==> config.mk <==
export PLATFORM = sky130hd
export DESIGN_NAME = id_pipe_flat
export DESIGN_NICKNAME = d
export VERILOG_FILES = /design/src/rtl/id_pipe_if.sv /design/src/rtl/id_pipe.sv /design/src/flat_wrapper.sv
export SDC_FILE = /design/constraint.sdc
export NUM_CORES = 1
export LEC_CHECK = 0
export BUFFER_PORTS_ARGS = -buffer_cell sky130_fd_sc_hd__buf_2
export CAP_MARGIN = 20
export CORE_ASPECT_RATIO = 1.2
export CORE_MARGIN = 2
export CORE_UTILIZATION = 45
export CTS_BUF_LIST = sky130_fd_sc_hd__clkbuf_4 sky130_fd_sc_hd__clkbuf_8 sky130_fd_sc_hd__clkbuf_16
export CTS_CLUSTER_SIZE = 30
export DETAILED_ROUTE_END_ITERATION = 10
export GPL_TIMING_DRIVEN = 0
export MAX_ROUTING_LAYER = met4
export PLACE_DENSITY_LB_ADDON = 0.3
export RECOVER_POWER = 100
export SLEW_MARGIN = 20
export SYNTH_ARGS = -nofsm -noshare
export SYNTH_HDL_FRONTEND = slang
export SYNTH_SLANG_ARGS = --single-unit
==> constraint.sdc <==
create_clock -name clk -period 2.5 [get_ports clk]
set_input_delay 0.125 -clock clk [delete_from_list [all_inputs] [get_ports clk]]
set_output_delay 0.125 -clock clk [all_outputs]
set_load 0.02 [all_outputs]
==> src/rtl/id_pipe_if.sv <==
// Handshake and payload bundle between IF, the id_pipe decode stage and EX.
interface id_pipe_if #(
  parameter int unsigned PC_WIDTH  = 10,
  parameter int unsigned CNT_WIDTH = 16
);
  // IF -> ID
  logic                 in_valid;
  logic                 in_ready;
  logic [PC_WIDTH-1:0]  in_pc;
  logic [31:0]          in_inst;
  logic                 flush;

  // Register-file read port
  logic                 rs1_re;
  logic                 rs2_re;
  logic [4:0]           rs1_addr;
  logic [4:0]           rs2_addr;
  logic [31:0]          rs1_data_i;
  logic [31:0]          rs2_data_i;

  // ID/EX register
  logic                 out_valid;
  logic                 out_ready;
  logic [PC_WIDTH-1:0]  out_pc;
  logic [6:0]           out_opcode;
  logic [2:0]           out_funct3;
  logic [6:0]           out_funct7;
  logic [31:0]          out_imm;
  logic [31:0]          out_rs1_data;
  logic [31:0]          out_rs2_data;
  logic                 out_rd_we;
  logic [4:0]           out_rd_addr;
  logic                 out_is_load;
  logic                 out_illegal;
  logic [CNT_WIDTH-1:0] stall_cycles;

  // Environment side: fetch, register file and EX
  modport master (
    output in_valid, in_pc, in_inst, flush, rs1_data_i, rs2_data_i, out_ready,
    input  in_ready, rs1_re, rs2_re, rs1_addr, rs2_addr,
    input  out_valid, out_pc, out_opcode, out_funct3, out_funct7, out_imm,
    input  out_rs1_data, out_rs2_data, out_rd_we, out_rd_addr, out_is_load,
    input  out_illegal, stall_cycles
  );

  // Decode stage side
  modport slave (
    input  in_valid, in_pc, in_inst, flush, rs1_data_i, rs2_data_i, out_ready,
    output in_ready, rs1_re, rs2_re, rs1_addr, rs2_addr,
    output out_valid, out_pc, out_opcode, out_funct3, out_funct7, out_imm,
    output out_rs1_data, out_rs2_data, out_rd_we, out_rd_addr, out_is_load,
    output out_illegal, stall_cycles
  );
endinterface

==> src/rtl/id_pipe.sv <==
// RV32I decode stage: immediate generation, register-file read control,
// illegal detection, load-use stall and an ID/EX pipeline register.
module id_pipe #(
  parameter int unsigned PC_WIDTH     = 10,
  parameter bit          HAZARD_CHECK = 1'b1,
  parameter int unsigned CNT_WIDTH    = 16
) (
  input  logic         clk,
  input  logic         rst,
  id_pipe_if.slave     bus
);

  localparam int unsigned XLEN = 32;
  localparam int unsigned RW   = 5;

  localparam logic [6:0] OPC_LUI    = 7'b0110111;
  localparam logic [6:0] OPC_AUIPC  = 7'b0010111;
  localparam logic [6:0] OPC_JAL    = 7'b1101111;
  localparam logic [6:0] OPC_JALR   = 7'b1100111;
  localparam logic [6:0] OPC_BRANCH = 7'b1100011;
  localparam logic [6:0] OPC_LOAD   = 7'b0000011;
  localparam logic [6:0] OPC_STORE  = 7'b0100011;
  localparam logic [6:0] OPC_OPIMM  = 7'b0010011;
  localparam logic [6:0] OPC_OP     = 7'b0110011;
  localparam logic [6:0] OPC_FENCE  = 7'b0001111;
  localparam logic [6:0] OPC_SYSTEM = 7'b1110011;

  // Decoded (combinational) fields
  logic [6:0]      opcode;
  logic [2:0]      funct3;
  logic [6:0]      funct7;
  logic [XLEN-1:0] imm_i, imm_s, imm_b, imm_u, imm_j;
  logic [XLEN-1:0] dec_imm;
  logic            dec_rs1_re, dec_rs2_re, dec_rd_we, dec_is_load, dec_illegal;
  logic [RW-1:0]   dec_rd_addr;
  logic            slot_free, hazard;

  // ID/EX register state
  logic                 valid_q;
  logic [PC_WIDTH-1:0]  pc_q;
  logic [6:0]           opcode_q;
  logic [2:0]           funct3_q;
  logic [6:0]           funct7_q;
  logic [XLEN-1:0]      imm_q;
  logic [XLEN-1:0]      rs1_data_q, rs2_data_q;
  logic                 rd_we_q;
  logic [RW-1:0]        rd_addr_q;
  logic                 is_load_q;
  logic                 illegal_q;
  logic [CNT_WIDTH-1:0] stall_q;

  assign opcode = bus.in_inst[6:0];
  assign funct3 = bus.in_inst[14:12];
  assign funct7 = bus.in_inst[31:25];

  assign imm_i = {{20{bus.in_inst[31]}}, bus.in_inst[31:20]};
  assign imm_s = {{20{bus.in_inst[31]}}, bus.in_inst[31:25], bus.in_inst[11:7]};
  assign imm_b = {{19{bus.in_inst[31]}}, bus.in_inst[31], bus.in_inst[7],
                  bus.in_inst[30:25], bus.in_inst[11:8], 1'b0};
  assign imm_u = {bus.in_inst[31:12], 12'b0};
  assign imm_j = {{11{bus.in_inst[31]}}, bus.in_inst[31], bus.in_inst[19:12],
                  bus.in_inst[20], bus.in_inst[30:21], 1'b0};

  // Per-format decode; illegal encodings are neutralised so EX only sees a trap
  always_comb begin
    dec_imm     = '0;
    dec_rs1_re  = 1'b0;
    dec_rs2_re  = 1'b0;
    dec_rd_we   = 1'b0;
    dec_is_load = 1'b0;
    dec_illegal = 1'b0;
    dec_rd_addr = '0;
    unique case (opcode)
      OPC_LUI, OPC_AUIPC: begin
        dec_imm   = imm_u;
        dec_rd_we = 1'b1;
      end
      OPC_JAL: begin
        dec_imm   = imm_j;
        dec_rd_we = 1'b1;
      end
      OPC_JALR: begin
        dec_imm    = imm_i;
        dec_rs1_re = 1'b1;
        dec_rd_we  = 1'b1;
      end
      OPC_BRANCH: begin
        dec_imm    = imm_b;
        dec_rs1_re = 1'b1;
        dec_rs2_re = 1'b1;
      end
      OPC_LOAD: begin
        dec_imm     = imm_i;
        dec_rs1_re  = 1'b1;
        dec_rd_we   = 1'b1;
        dec_is_load = 1'b1;
      end
      OPC_STORE: begin
        dec_imm    = imm_s;
        dec_rs1_re = 1'b1;
        dec_rs2_re = 1'b1;
      end
      OPC_OPIMM: begin
        dec_rs1_re = 1'b1;
        dec_rd_we  = 1'b1;
        if (funct3 == 3'b001 || funct3 == 3'b101) begin
          dec_imm = {27'b0, bus.in_inst[24:20]};
          if (!(funct7 == 7'h00 || (funct3 == 3'b101 && funct7 == 7'h20)))
            dec_illegal = 1'b1;
        end else begin
          dec_imm = imm_i;
        end
      end
      OPC_OP: begin
        dec_rs1_re = 1'b1;
        dec_rs2_re = 1'b1;
        dec_rd_we  = 1'b1;
        if (funct7 != 7'h00 && funct7 != 7'h20)
          dec_illegal = 1'b1;
        else if (funct7 == 7'h20 && funct3 != 3'b000 && funct3 != 3'b101)
          dec_illegal = 1'b1;
      end
      OPC_FENCE, OPC_SYSTEM: begin
        dec_imm = '0;
      end
      default: dec_illegal = 1'b1;
    endcase

    if (dec_illegal) begin
      dec_imm    = '0;
      dec_rs1_re = 1'b0;
      dec_rs2_re = 1'b0;
      dec_rd_we  = 1'b0;
    end
    if (bus.in_inst[11:7] == 5'd0)
      dec_rd_we = 1'b0;
    if (dec_rd_we)
      dec_rd_addr = bus.in_inst[11:7];
  end

  assign bus.rs1_re   = dec_rs1_re;
  assign bus.rs2_re   = dec_rs2_re;
  assign bus.rs1_addr = dec_rs1_re ? bus.in_inst[19:15] : 5'd0;
  assign bus.rs2_addr = dec_rs2_re ? bus.in_inst[24:20] : 5'd0;

  // Load-use detection against the instruction currently held in ID/EX
  assign slot_free = !valid_q || bus.out_ready;
  assign hazard    = HAZARD_CHECK && bus.in_valid && valid_q && is_load_q && rd_we_q &&
                     ((dec_rs1_re && bus.rs1_addr == rd_addr_q) ||
                      (dec_rs2_re && bus.rs2_addr == rd_addr_q));
  assign bus.in_ready = bus.flush || (slot_free && !hazard);

  // ID/EX pipeline register: flush, bubble, capture, drain or hold
  always_ff @(posedge clk) begin
    if (rst) begin
      valid_q    <= 1'b0;
      pc_q       <= '0;
      opcode_q   <= '0;
      funct3_q   <= '0;
      funct7_q   <= '0;
      imm_q      <= '0;
      rs1_data_q <= '0;
      rs2_data_q <= '0;
      rd_we_q    <= 1'b0;
      rd_addr_q  <= '0;
      is_load_q  <= 1'b0;
      illegal_q  <= 1'b0;
    end else if (bus.flush) begin
      valid_q <= 1'b0;
    end else if (slot_free) begin
      if (hazard) begin
        valid_q <= 1'b0;
      end else if (bus.in_valid) begin
        valid_q    <= 1'b1;
        pc_q       <= bus.in_pc;
        opcode_q   <= opcode;
        funct3_q   <= funct3;
        funct7_q   <= funct7;
        imm_q      <= dec_imm;
        rs1_data_q <= dec_rs1_re ? bus.rs1_data_i : '0;
        rs2_data_q <= dec_rs2_re ? bus.rs2_data_i : '0;
        rd_we_q    <= dec_rd_we;
        rd_addr_q  <= dec_rd_addr;
        is_load_q  <= dec_is_load;
        illegal_q  <= dec_illegal;
      end else begin
        valid_q <= 1'b0;
      end
    end
  end

  // Saturating count of cycles lost to load-use stalls
  always_ff @(posedge clk) begin
    if (rst)
      stall_q <= '0;
    else if (hazard && !bus.flush && !(&stall_q))
      stall_q <= stall_q + CNT_WIDTH'(1);
  end

  assign bus.out_valid    = valid_q;
  assign bus.out_pc       = pc_q;
  assign bus.out_opcode   = opcode_q;
  assign bus.out_funct3   = funct3_q;
  assign bus.out_funct7   = funct7_q;
  assign bus.out_imm      = imm_q;
  assign bus.out_rs1_data = rs1_data_q;
  assign bus.out_rs2_data = rs2_data_q;
  assign bus.out_rd_we    = rd_we_q;
  assign bus.out_rd_addr  = rd_addr_q;
  assign bus.out_is_load  = is_load_q;
  assign bus.out_illegal  = illegal_q;
  assign bus.stall_cycles = stall_q;

endmodule

==> src/flat_wrapper.sv <==
// flat-port wrapper written by rule: the top's interface ports become plain ports
module id_pipe_flat 
#(
  parameter int unsigned PC_WIDTH     = 10,
  parameter bit          HAZARD_CHECK = 1'b1,
  parameter int unsigned CNT_WIDTH    = 16
)
  (clk, rst, bus_in_valid, bus_in_pc, bus_in_inst, bus_flush, bus_rs1_data_i, bus_rs2_data_i, bus_out_ready, bus_in_ready, bus_rs1_re, bus_rs2_re, bus_rs1_addr, bus_rs2_addr, bus_out_valid, bus_out_pc, bus_out_opcode, bus_out_funct3, bus_out_funct7, bus_out_imm, bus_out_rs1_data, bus_out_rs2_data, bus_out_rd_we, bus_out_rd_addr, bus_out_is_load, bus_out_illegal, bus_stall_cycles);
  id_pipe_if #(.PC_WIDTH(PC_WIDTH), .CNT_WIDTH(CNT_WIDTH)) bus_i ();
  input  logic clk;
  input  logic rst;
  input wire logic [$bits(bus_i.in_valid)-1:0] bus_in_valid;
  input wire logic [$bits(bus_i.in_pc)-1:0] bus_in_pc;
  input wire logic [$bits(bus_i.in_inst)-1:0] bus_in_inst;
  input wire logic [$bits(bus_i.flush)-1:0] bus_flush;
  input wire logic [$bits(bus_i.rs1_data_i)-1:0] bus_rs1_data_i;
  input wire logic [$bits(bus_i.rs2_data_i)-1:0] bus_rs2_data_i;
  input wire logic [$bits(bus_i.out_ready)-1:0] bus_out_ready;
  output wire logic [$bits(bus_i.in_ready)-1:0] bus_in_ready;
  output wire logic [$bits(bus_i.rs1_re)-1:0] bus_rs1_re;
  output wire logic [$bits(bus_i.rs2_re)-1:0] bus_rs2_re;
  output wire logic [$bits(bus_i.rs1_addr)-1:0] bus_rs1_addr;
  output wire logic [$bits(bus_i.rs2_addr)-1:0] bus_rs2_addr;
  output wire logic [$bits(bus_i.out_valid)-1:0] bus_out_valid;
  output wire logic [$bits(bus_i.out_pc)-1:0] bus_out_pc;
  output wire logic [$bits(bus_i.out_opcode)-1:0] bus_out_opcode;
  output wire logic [$bits(bus_i.out_funct3)-1:0] bus_out_funct3;
  output wire logic [$bits(bus_i.out_funct7)-1:0] bus_out_funct7;
  output wire logic [$bits(bus_i.out_imm)-1:0] bus_out_imm;
  output wire logic [$bits(bus_i.out_rs1_data)-1:0] bus_out_rs1_data;
  output wire logic [$bits(bus_i.out_rs2_data)-1:0] bus_out_rs2_data;
  output wire logic [$bits(bus_i.out_rd_we)-1:0] bus_out_rd_we;
  output wire logic [$bits(bus_i.out_rd_addr)-1:0] bus_out_rd_addr;
  output wire logic [$bits(bus_i.out_is_load)-1:0] bus_out_is_load;
  output wire logic [$bits(bus_i.out_illegal)-1:0] bus_out_illegal;
  output wire logic [$bits(bus_i.stall_cycles)-1:0] bus_stall_cycles;
  assign bus_i.in_valid = bus_in_valid;
  assign bus_i.in_pc = bus_in_pc;
  assign bus_i.in_inst = bus_in_inst;
  assign bus_i.flush = bus_flush;
  assign bus_i.rs1_data_i = bus_rs1_data_i;
  assign bus_i.rs2_data_i = bus_rs2_data_i;
  assign bus_i.out_ready = bus_out_ready;
  assign bus_in_ready = bus_i.in_ready;
  assign bus_rs1_re = bus_i.rs1_re;
  assign bus_rs2_re = bus_i.rs2_re;
  assign bus_rs1_addr = bus_i.rs1_addr;
  assign bus_rs2_addr = bus_i.rs2_addr;
  assign bus_out_valid = bus_i.out_valid;
  assign bus_out_pc = bus_i.out_pc;
  assign bus_out_opcode = bus_i.out_opcode;
  assign bus_out_funct3 = bus_i.out_funct3;
  assign bus_out_funct7 = bus_i.out_funct7;
  assign bus_out_imm = bus_i.out_imm;
  assign bus_out_rs1_data = bus_i.out_rs1_data;
  assign bus_out_rs2_data = bus_i.out_rs2_data;
  assign bus_out_rd_we = bus_i.out_rd_we;
  assign bus_out_rd_addr = bus_i.out_rd_addr;
  assign bus_out_is_load = bus_i.out_is_load;
  assign bus_out_illegal = bus_i.out_illegal;
  assign bus_stall_cycles = bus_i.stall_cycles;
  id_pipe #(.PC_WIDTH(PC_WIDTH), .HAZARD_CHECK(HAZARD_CHECK), .CNT_WIDTH(CNT_WIDTH)) u_core (.clk(clk), .rst(rst), .bus(bus_i));
endmodule
* Word level (Yosys, flattened, before mapping)
Cells that the tools add are included.
** Word-level totals
- Bits in registers :: 148
- Logic and storage cells :: 92
- Output and inout bits :: 161
- RAM bits :: 0
- Latch bits :: 0
- Memories :: 0
- Bits in read-only memories :: 0
** Cells by class
- Mux-type cells :: 23
- Multiply operators :: 0
- Reduce and logical (&&, ||, !) cells :: 35
- Add/subtract/negate cells :: 1
- Bitwise operators :: 2
- Divide/modulo/power cells :: 0
- $lt $le $gt $ge :: 0
- Equal/unequal tests :: 18
- Shift-type cells :: 0
** Operators with widths (number)
- 32-bit one-hot mux with 6 select lines :: 1
- 32-bit two-way mux :: 4
- 7-bit by 6-bit == test with 1-bit output (second input constant) :: 4
- 7-bit == test (second input constant) :: 4
- 16-bit by 1-bit adder with 16-bit output (second input constant) :: 1
- 16-bit AND reduction :: 1
- 5-bit two-way mux :: 3
- 7-bit by 5-bit == test with 1-bit output (second input constant) :: 2
- 1-bit two-way mux :: 14
- 1-bit logical AND :: 13
- 5-bit == test :: 2
- 9-bit OR reduction :: 1
- 7-bit by 2-bit == test with 1-bit output (second input constant) :: 1
- 7-bit by 4-bit == test with 1-bit output (second input constant) :: 1
- 7-bit zero test :: 1
- 7-bit by 6-bit inequality test with 1-bit output (second input constant) :: 1
- 7-bit nonzero test :: 1
- 7-bit OR reduction :: 1
- 2-bit OR reduction :: 3
- 6-bit OR reduction :: 1
- 5-bit zero test :: 1
- 1-bit logical OR :: 5
- 1-bit zero test :: 4
- 4-bit AND reduction :: 1
- 7 further kinds :: 8

* Logic depth before layout (Yosys ltp)
Gate-level depths: netlist (run 1).
- Depth in word-level cells :: 15
- Mapped depth :: 10
- Gate-level depth less buffers :: 8

* Worst setup path after synthesis (run 1)
Ideal clock, no wire load.
- Path type :: register -> register
- Start point :: register u_core.stall_q[0] (netlist: u_core.bus.stall_cycles[0])
- End point :: register u_core.stall_q[1] (netlist: u_core.bus.stall_cycles[1])
- Data arrival time :: 2.071 ns
- Cell stages (with the launch flop) :: 10
- Clock period less this slack :: 2.199 ns
- Data required time :: 2.372 ns
- Slack :: 0.301 ns
- Cells stage by stage :: dfxtp_1 ha_1 nand3_1 or2_2 nor4_1 a2111oi_4 nand2_2 buf_6 mux2i_1 nor2_1
** Between the ends
- Word-level cells in the longest chain between the ends :: 3
- Elaborated cells on any way between the ends :: 4
- Those cells by class :: add/sub: 1; reduce/logical: 3
** RTL lines
- from (decl) :: line id_pipe.sv:50 : logic [CNT_WIDTH-1:0] stall_q;
- from (signal assigned) :: line id_pipe.sv:197 : stall_q <= stall_q + CNT_WIDTH'(1);
- parallel branches: the longest is 3 deep, another holds 16-bit by 1-bit adder with 16-bit output
Parallel ways; which one is timed is not known.
A chain may end at the register's enable or synchronous reset.

* Final worst setup path (run 1)
- Start point :: input port bus_in_inst[4]
- End point :: output port bus_rs1_addr[4]
** Between the ends
- Word-level cells in the longest chain between the ends :: 5
- Elaborated cells on any way between the ends :: 17
- Those cells by class :: eq/ne: 11; mux: 4; reduce/logical: 2
** RTL lines
- from (decl) :: line flat_wrapper.sv:14 : input wire logic [$bits(bus_i.in_inst)-1:0] bus_in_inst;
- 7-bit by 6-bit == test with 1-bit output (tied with other cells) :: line id_pipe.sv:73 : unique case (opcode)
- 9-bit OR reduction (no source line) / 6-bit OR reduction (equally long branches)
- 1-bit one-hot mux with 3 select lines / 1-bit two-way mux (equally long branches) :: line id_pipe.sv:73
- 1-bit two-way mux (*) :: line id_pipe.sv:129 : if (dec_illegal) begin
- 5-bit two-way mux (*) :: line id_pipe.sv:143 : assign bus.rs1_addr = dec_rs1_re ? bus.in_inst[19:15] : 5'd0;
- to (decl) :: line flat_wrapper.sv:22 : output wire logic [$bits(bus_i.rs1_addr)-1:0] bus_rs1_addr;
Mark *: on every way between the ends. The rest lies on a longest branch, timed or not.

==> results of run 1 <==
## report_power, final
part	switching [uW]	leakage [uW]	internal (uW)
Combinational	366	0.00219	269
Clock	986	0.000285	1620
Sequential	25.0	0.00120	2400
Total	1380	0.00368	4290
## sequential cells by signal, summed over array words and instances (netlist names)
register / flops
u_core.bus.out_imm: 32
u_core.bus.out_rs1_data: 32
u_core.bus.out_rs2_data: 32
u_core.bus.stall_cycles: 16
u_core.bus.out_pc: 10
u_core.bus.out_funct7: 7
u_core.bus.out_opcode: 7
u_core.bus.out_rd_addr: 5
u_core.bus.out_funct3: 3
u_core.bus.out_illegal: 1
u_core.bus.out_is_load: 1
u_core.bus.out_rd_we: 1
u_core.bus.out_valid: 1
## stage by stage
step	total power [uW]	setup slack (ps)	util, %	instance area, um^2	instances
6_report	5670	107	63.8	9900	1403
5_1_grt	5840	10.7	63.8	9900	1403
4_1_cts	5690	40.6	64.8	10000	1401
3_5_place_dp	3020	-72.6	55.9	8670	1294
3_3_place_gp	3010	-65.3	55.9	8670	1294
2_1_floorplan	2760	301	-	7070	817
## per-layer routing
layer	track usage, %	share of wire, %
met1	34.6	40
met2	51.7	49
met3	6.55	6.7
met4	13.1	3.6
met5	-	0
## what timing repair did
action,in CTS,in global routing
hold buffers,78,0
pin swaps,0,1
endpoints found under the hold margin,78,0
buffers inserted,0,2
gates resized for setup,1,6
endpoints found under the setup margin,68,89
## logic make-up after synthesis
| family | synth area share, % |
|---|---|
| compound gates | 25.5 |
| xor+xnor | 1.98 |
| fa+ha+maj | 0.177 |
| buf+inv | 4.83 |
| flops | 41.9 |
| mux | 0.443 |
| simple gates | 25.2 |
## final cells by class
type,count,area (um^2),area share [%]
Multi-Input combinational cell,586,3780,38.2
Sequential cell,148,2960,29.9
Timing Repair Buffer,349,1960,19.8
Clock buffer,21,462,4.67
Buffer,79,330,3.34
Tap cell,208,260,2.63
Clock inverter,9,131,1.33
Inverter,3,11.3,0.114
## worst max-delay path by stage
| stage | start | to | slack, ps | depth (start not counted) |
|---|---|---|---|---|
| final | bus_in_inst[4] | bus_rs1_addr[4] | 110 | 9 |
| after global routing | u_core.bus.out_rd_addr[3] | u_core.bus.out_imm[15] | 10 | 9 |
| after CTS | bus_in_inst[4] | bus_rs1_addr[0] | 40 | 9 |
| after detailed placement | u_core.bus.out_valid | u_core.bus.out_rs2_data[7] | -70 | 6 |
| after global placement | u_core.bus.out_valid | u_core.bus.out_rs2_data[5] | -70 | 6 |
| after floorplan | u_core.bus.stall_cycles[0] | u_core.bus.stall_cycles[1] | 300 | 9 |
## layout by cell type (no fill, tap or decap), types with 13 or more instances in the layout
master         count
clkbuf_16         17
a31o_2            70
clkbuf_1         209
nand2b_1         118
nand4_1           17
nand2_1           30
xor2_1            15
clkbuf_2          17
dfxtp_1          148
nand3_1           13
buf_2            118
nor2_1            20
dlygate4sd3_1     78
a21oi_1          116
nand4b_1          28
o21ai_0           53
==> qor.yml, run 1 <==
run_status:
  run_status: "finished, final reports clean"
worst_setup_path:
  max_stage_delay_ps: 450
  crit_buf_inv: 3
  ff2ff_setup_slack_ps: 120
  rr_worst_depth: 8
  cp_max_fo: 10
  crit_family: "simple AND/OR/NAND/NOR gates"
  end_kind: "primary output"
  cpMaxStageDelayCell: "clkbuf_1"
  r2r_start: "u_core.bus.out_rd_addr[1]"
  setup.worst_path.class: "primary input to primary output"
  startpoint_type: "primary input"
  required_ps: 2380
  critical_path_arrival_ps: 2270
  path_cells: "buf_2, clkbuf_1, nor2b_1, o21a_1, o21ai_0, nand4_1, nor2_2, and2_0, buf_2"
  path_common_cell: "buf_2"
  r2r_end: "u_core.bus.stall_cycles[9]"
final_layout:
  antenna_cells: 0
  fin_nets: 1296
  drive_above_1_share_pct: 21.5
  nFillCells: 1392
  area_growth_pct: 40.0
routing:
  via_per_inst: 5.55
  dr.first_iter.drc_count: 444
  routed_wirelength_mm: 25.5
  first_pass_iters: 5
  remaining_drc_errors: 0
  vias: 7792
  wl_per_cell_um: 18.2
  ant_nets: 0
cts:
  cts_tree: "yes"
  cts_inserted_buffers: 17
  cts_buffer_depth: 2
  clk_pin_slew_ps: 60
  clock_latency_ps: 420
  cts_root_buf: "clkbuf_16"
  htree_levels: 4
  cts.sinks: 148
floorplanning:
  coreArea_um2: 15500
  dieArea_um2: 16700
  start_util_pct: 45.6
  rows: 50
  dieWidth_um: 118
  die_h_um: 141
  ioPinCount: 272
yosys:
  syn_area_per_cell_um2: 8.65
  synth_seq_cells: 148
  synth_seq_area_share_pct: 41.9
  yosysWarnings: 0
  synth_cells: 817
  synth_area_leaders: "dfxtp_1, nand2b_1, a31o_2, a21oi_1, o21ai_0"
  ys.flop_type: "dfxtp_1"
  synth_nets: 929
  synth_most_common_cell: "dfxtp_1"
  synth_cell_types: 54
  synth_enable_flop_cells: 0
  yosys-top-cells-count: "dfxtp_1, nand2b_1, a21oi_1"
  netlist_area_um2: 7070
  async_flop_share_pct: 0
  synth_largest_area_cell: "dfxtp_1"
  synth_top_area_share_pct: 41.9
power:
  p_per_area_nw_per_um2: 572
  irDropWorstVdd_mv: 0.461
  p_leak_uw: 0.00368
min_path:
  hold_path_end: "u_core.bus.out_rd_addr[0]"
  min_from: "bus_in_inst[7]"
  holdPathStages: 2
  hold_class: "primary input to flip-flop"
sta:
  setup_viol: 0
  fin_crit_ps: 2390
  fin_crit_sh_pct: 95.7
  relSlewSlack_pct: 49.2
  hold_ws_ps: 13.2
  rsz0062_at_grt: "no"
  worst_pin_slew_ps: 752
  max_freq_mhz: 418
  final_max_slew_viol_count: 0
  skew_ps: 11.0
  fin_setup_tns_ps: 0
  hold_violations: 0
global_routing:
  track_usage_pct: 30.3
  grt_pass1_wl_mm: 39.4
  grt_antenna_before_repair: 0
  grt_overflow: 0
  grt_max_degree: 20
  first_global_vias: 7677
placement:
  portBuffers: 269
  hpwlAfterDp_mm: 17.8
  place.gp.congestion: 0.963
job:
  drv_cap: 0
No activity file was read; power rests on OpenSTA's default activity.
==> run 2, diff against run 1 <==
--- a/config.mk
+++ b/config.mk
@@ -5,14 +5,14 @@
 export SDC_FILE = /design/constraint.sdc
 export NUM_CORES = 1
 export LEC_CHECK = 0
-export BUFFER_PORTS_ARGS = -buffer_cell sky130_fd_sc_hd__buf_2
 export CAP_MARGIN = 20
-export CORE_ASPECT_RATIO = 1.2
+export CORE_ASPECT_RATIO = 0.9
 export CORE_MARGIN = 2
 export CORE_UTILIZATION = 45
 export CTS_BUF_LIST = sky130_fd_sc_hd__clkbuf_4 sky130_fd_sc_hd__clkbuf_8 sky130_fd_sc_hd__clkbuf_16
 export CTS_CLUSTER_SIZE = 30
 export DETAILED_ROUTE_END_ITERATION = 10
+export DONT_BUFFER_PORTS = 1
 export GPL_TIMING_DRIVEN = 0
 export MAX_ROUTING_LAYER = met4
 export PLACE_DENSITY_LB_ADDON = 0.3
==> run 2 against run 1 <==
Clock power rose by 4%. Highest routed layer unchanged. Via count fell by 11%. Clock-buffer cell count fell by 3. Global-route usage fell by 0.26 points. Fmax fell by 2.9%. Clock skew fell by 0.61 ps. Critical path depth fell by 1. Routed wire length fell by 0.63%. Non-clock buffer count fell by 243. Die area barely moved. Final cell count fell by 18%.
==> qor.yml, run 2 (synthesis results as in run 1) <==
run_status:
  run_status: "finished, final reports clean"
power:
  irDropWorstVdd_mv: 0.530  # +15%
  p_leak_uw: 0.00314  # -15%
  p_per_area_nw_per_um2: 629  # +9.9%
sta:
  worst_pin_slew_ps: 813  # +60.5 ps
  skew_ps: 10.4  # -0.610 ps
  relSlewSlack_pct: 45.1  # -4.1 points
  setup_viol: 0  # unchanged
  hold_ws_ps: 21.9  # +8.70 ps
  fin_crit_ps: 2460  # +70.6 ps
  fin_crit_sh_pct: 98.5  # +2.8 points
  rsz0062_at_grt: "yes"
  final_max_slew_viol_count: 0  # unchanged
  hold_violations: 0  # unchanged
  max_freq_mhz: 406  # -2.9%
min_path:
  holdPathStages: 3  # +1
  min_from: "bus_in_inst[21]"
  hold_class: "primary input to flip-flop"
  hold_path_end: "u_core.bus.out_imm[1]"
worst_setup_path:
  path_cells: "xor2_1, nor3_2, nand3_1, nand2_1, nand3b_1, buf_6, buf_2, a21o_4"
  cpMaxStageDelayCell: "dfxtp_2"
  ff2ff_setup_slack_ps: 40  # -80 ps
  setup.worst_path.class: "flip-flop to primary output"
  rr_worst_depth: 8  # unchanged
  end_kind: "primary output"
  r2r_start: "u_core.bus.out_rd_addr[0]"
  max_stage_delay_ps: 380  # -70 ps
  critical_path_arrival_ps: 2340  # +70 ps
  required_ps: 2380  # about the same
  startpoint_type: "flip-flop"
  cp_max_fo: 10  # unchanged
  r2r_end: "u_core.bus.stall_cycles[9]"
floorplanning:
  dieArea_um2: 16700  # about the same
  die_h_um: 123  # -13%
  rows: 43  # -14%
  dieWidth_um: 136  # +15%
  start_util_pct: 45.9  # +0.38 points
  coreArea_um2: 15400  # -0.82%
  ioPinCount: 272  # unchanged
routing:
  routed_wirelength_mm: 25.3  # -0.63%
  via_per_inst: 5.98  # +7.6%
  wl_per_cell_um: 21.9  # +21%
  first_pass_iters: 5  # unchanged
  ant_nets: 0  # unchanged
  remaining_drc_errors: 0  # unchanged
  dr.first_iter.drc_count: 684  # +54%
  vias: 6915  # -11%
final_layout:
  nFillCells: 1388  # -0.29%
  area_growth_pct: 27.8
  post-route-cell-area_um2: 9030  # -8.7%
  finish.utilization_pct: 58.7  # -5.1 points
  layout_common_cells: "dfxtp_1, nand2b_1, a21oi_1"
  drive_above_1_share_pct: 15.4  # -6.1 points
  layout_commonest_cell: "dfxtp_1"
  final_cells: 1157  # -18%
  fin_nets: 1053  # -19%
placement:
  dpl.cell_count: 1019  # -21%
  place_area_um2: 7320  # -16%
  portBuffers: 0  # -100%
  hpwlAfterDp_mm: 16.8  # -5.7%
  place.gp.congestion: 0.954  # -0.92%
global_routing:
  grt_pass1_wl_mm: 37.0  # -5.9%
  track_usage_pct: 30.1  # -0.26 points
  grt_antenna_before_repair: 1  # +1
  first_global_vias: 6508  # -15%
  grt_max_degree: 17  # -15%
  grt_overflow: 0  # unchanged
job:
  drv_cap: 0  # unchanged
cts:
  clock_latency_ps: 420  # about the same
  htree_levels: 4  # unchanged
  cts_buffer_depth: 2  # unchanged
  cts.sinks: 148  # unchanged
  clk_pin_slew_ps: 60  # about the same
  cts_root_buf: "clkbuf_16"
  cts_tree: "yes"
  cts_inserted_buffers: 17  # unchanged
## run 2: cell types whose count changed in the layout (fill, tap and decap cells not counted), sizes merged
cell,previous run,this run
clkbuf,249,85
buf,122,15
diode,0,1
bufinv,3,4
clkinv,3,6
inv,3,4
dlygate4sd3,78,103
## run 2: worst max-delay path: cells and delay by family, from the launching register on
family	cells	cell delay, ps
compound gates	1	270
xor+xnor	1	180
buf+inv	2	430
flops	1	380
simple gates	4	650
## run 2: through the flow
step                      power (uW)  TNS (ps)  worst slack [ps]
after floorplan                 2760         0               301
after global placement          2860     -9140              -252
after detailed placement        2860    -10300              -292
after CTS                       5690         0              8.73
after global routing            5850      -332             -33.4
final                           5680         0              36.8
## run 2: worst max path at each step
| stage | from | end | slack [ps] | depth (start not counted) |
|---|---|---|---|---|
| 4_1_cts | u_core.bus.out_rd_addr[0] | bus_in_ready | 9 | 8 |
| 3_5_place_dp | u_core.bus.out_valid | u_core.bus.out_rd_addr[3] | -290 | 6 |
| 5_1_grt | u_core.bus.out_rd_addr[0] | bus_in_ready | -30 | 8 |
| 2_1_floorplan | u_core.bus.stall_cycles[0] | u_core.bus.stall_cycles[1] | 300 | 9 |
| 6_report | u_core.bus.out_rd_addr[0] | bus_in_ready | 40 | 8 |
| 3_3_place_gp | u_core.bus.out_valid | u_core.bus.out_rd_addr[1] | -250 | 6 |
## run 2: area by class of cell
| type | count | area [um^2] | share of cell area, % |
|---|---|---|---|
| multi-input combinational | 586 | 3790 | 42.0 |
| sequential | 148 | 2970 | 32.9 |
| timing repair buffer | 105 | 1050 | 11.6 |
| clock buffer | 18 | 433 | 4.79 |
| buffer | 80 | 339 | 3.75 |
| tap | 202 | 253 | 2.80 |
| clock inverter | 14 | 185 | 2.05 |
| inverter | 3 | 11.3 | 0.125 |
| antenna | 1 | 2.50 | 0.0277 |
## run 2: report_power, final
group	internal (uW)	total [uW]	switching [uW]
clock	1680	2710	1040
sequential	2400	2500	95.9
combinational	222	473	251
total	4300	5680	1380
## run 2: what timing repair did
| action | CTS | global route |
|---|---|---|
| pin swaps | 0 | 1 |
| gates resized for setup | 12 | 3 |
| hold buffers | 103 | 0 |
| buffers inserted | 0 | 2 |
| setup endpoints to repair | 92 | 12 |
| endpoints found under the hold margin | 119 | 0 |
## run 2: routing by layer
metal	routed length, um	vias up	global-route usage [%]
met5	0	-	-
met1	10200	3275	36.7
met2	11700	361	45.5
met3	2750	54	11.5
li1	-	3225	-
met4	760	0	11.1
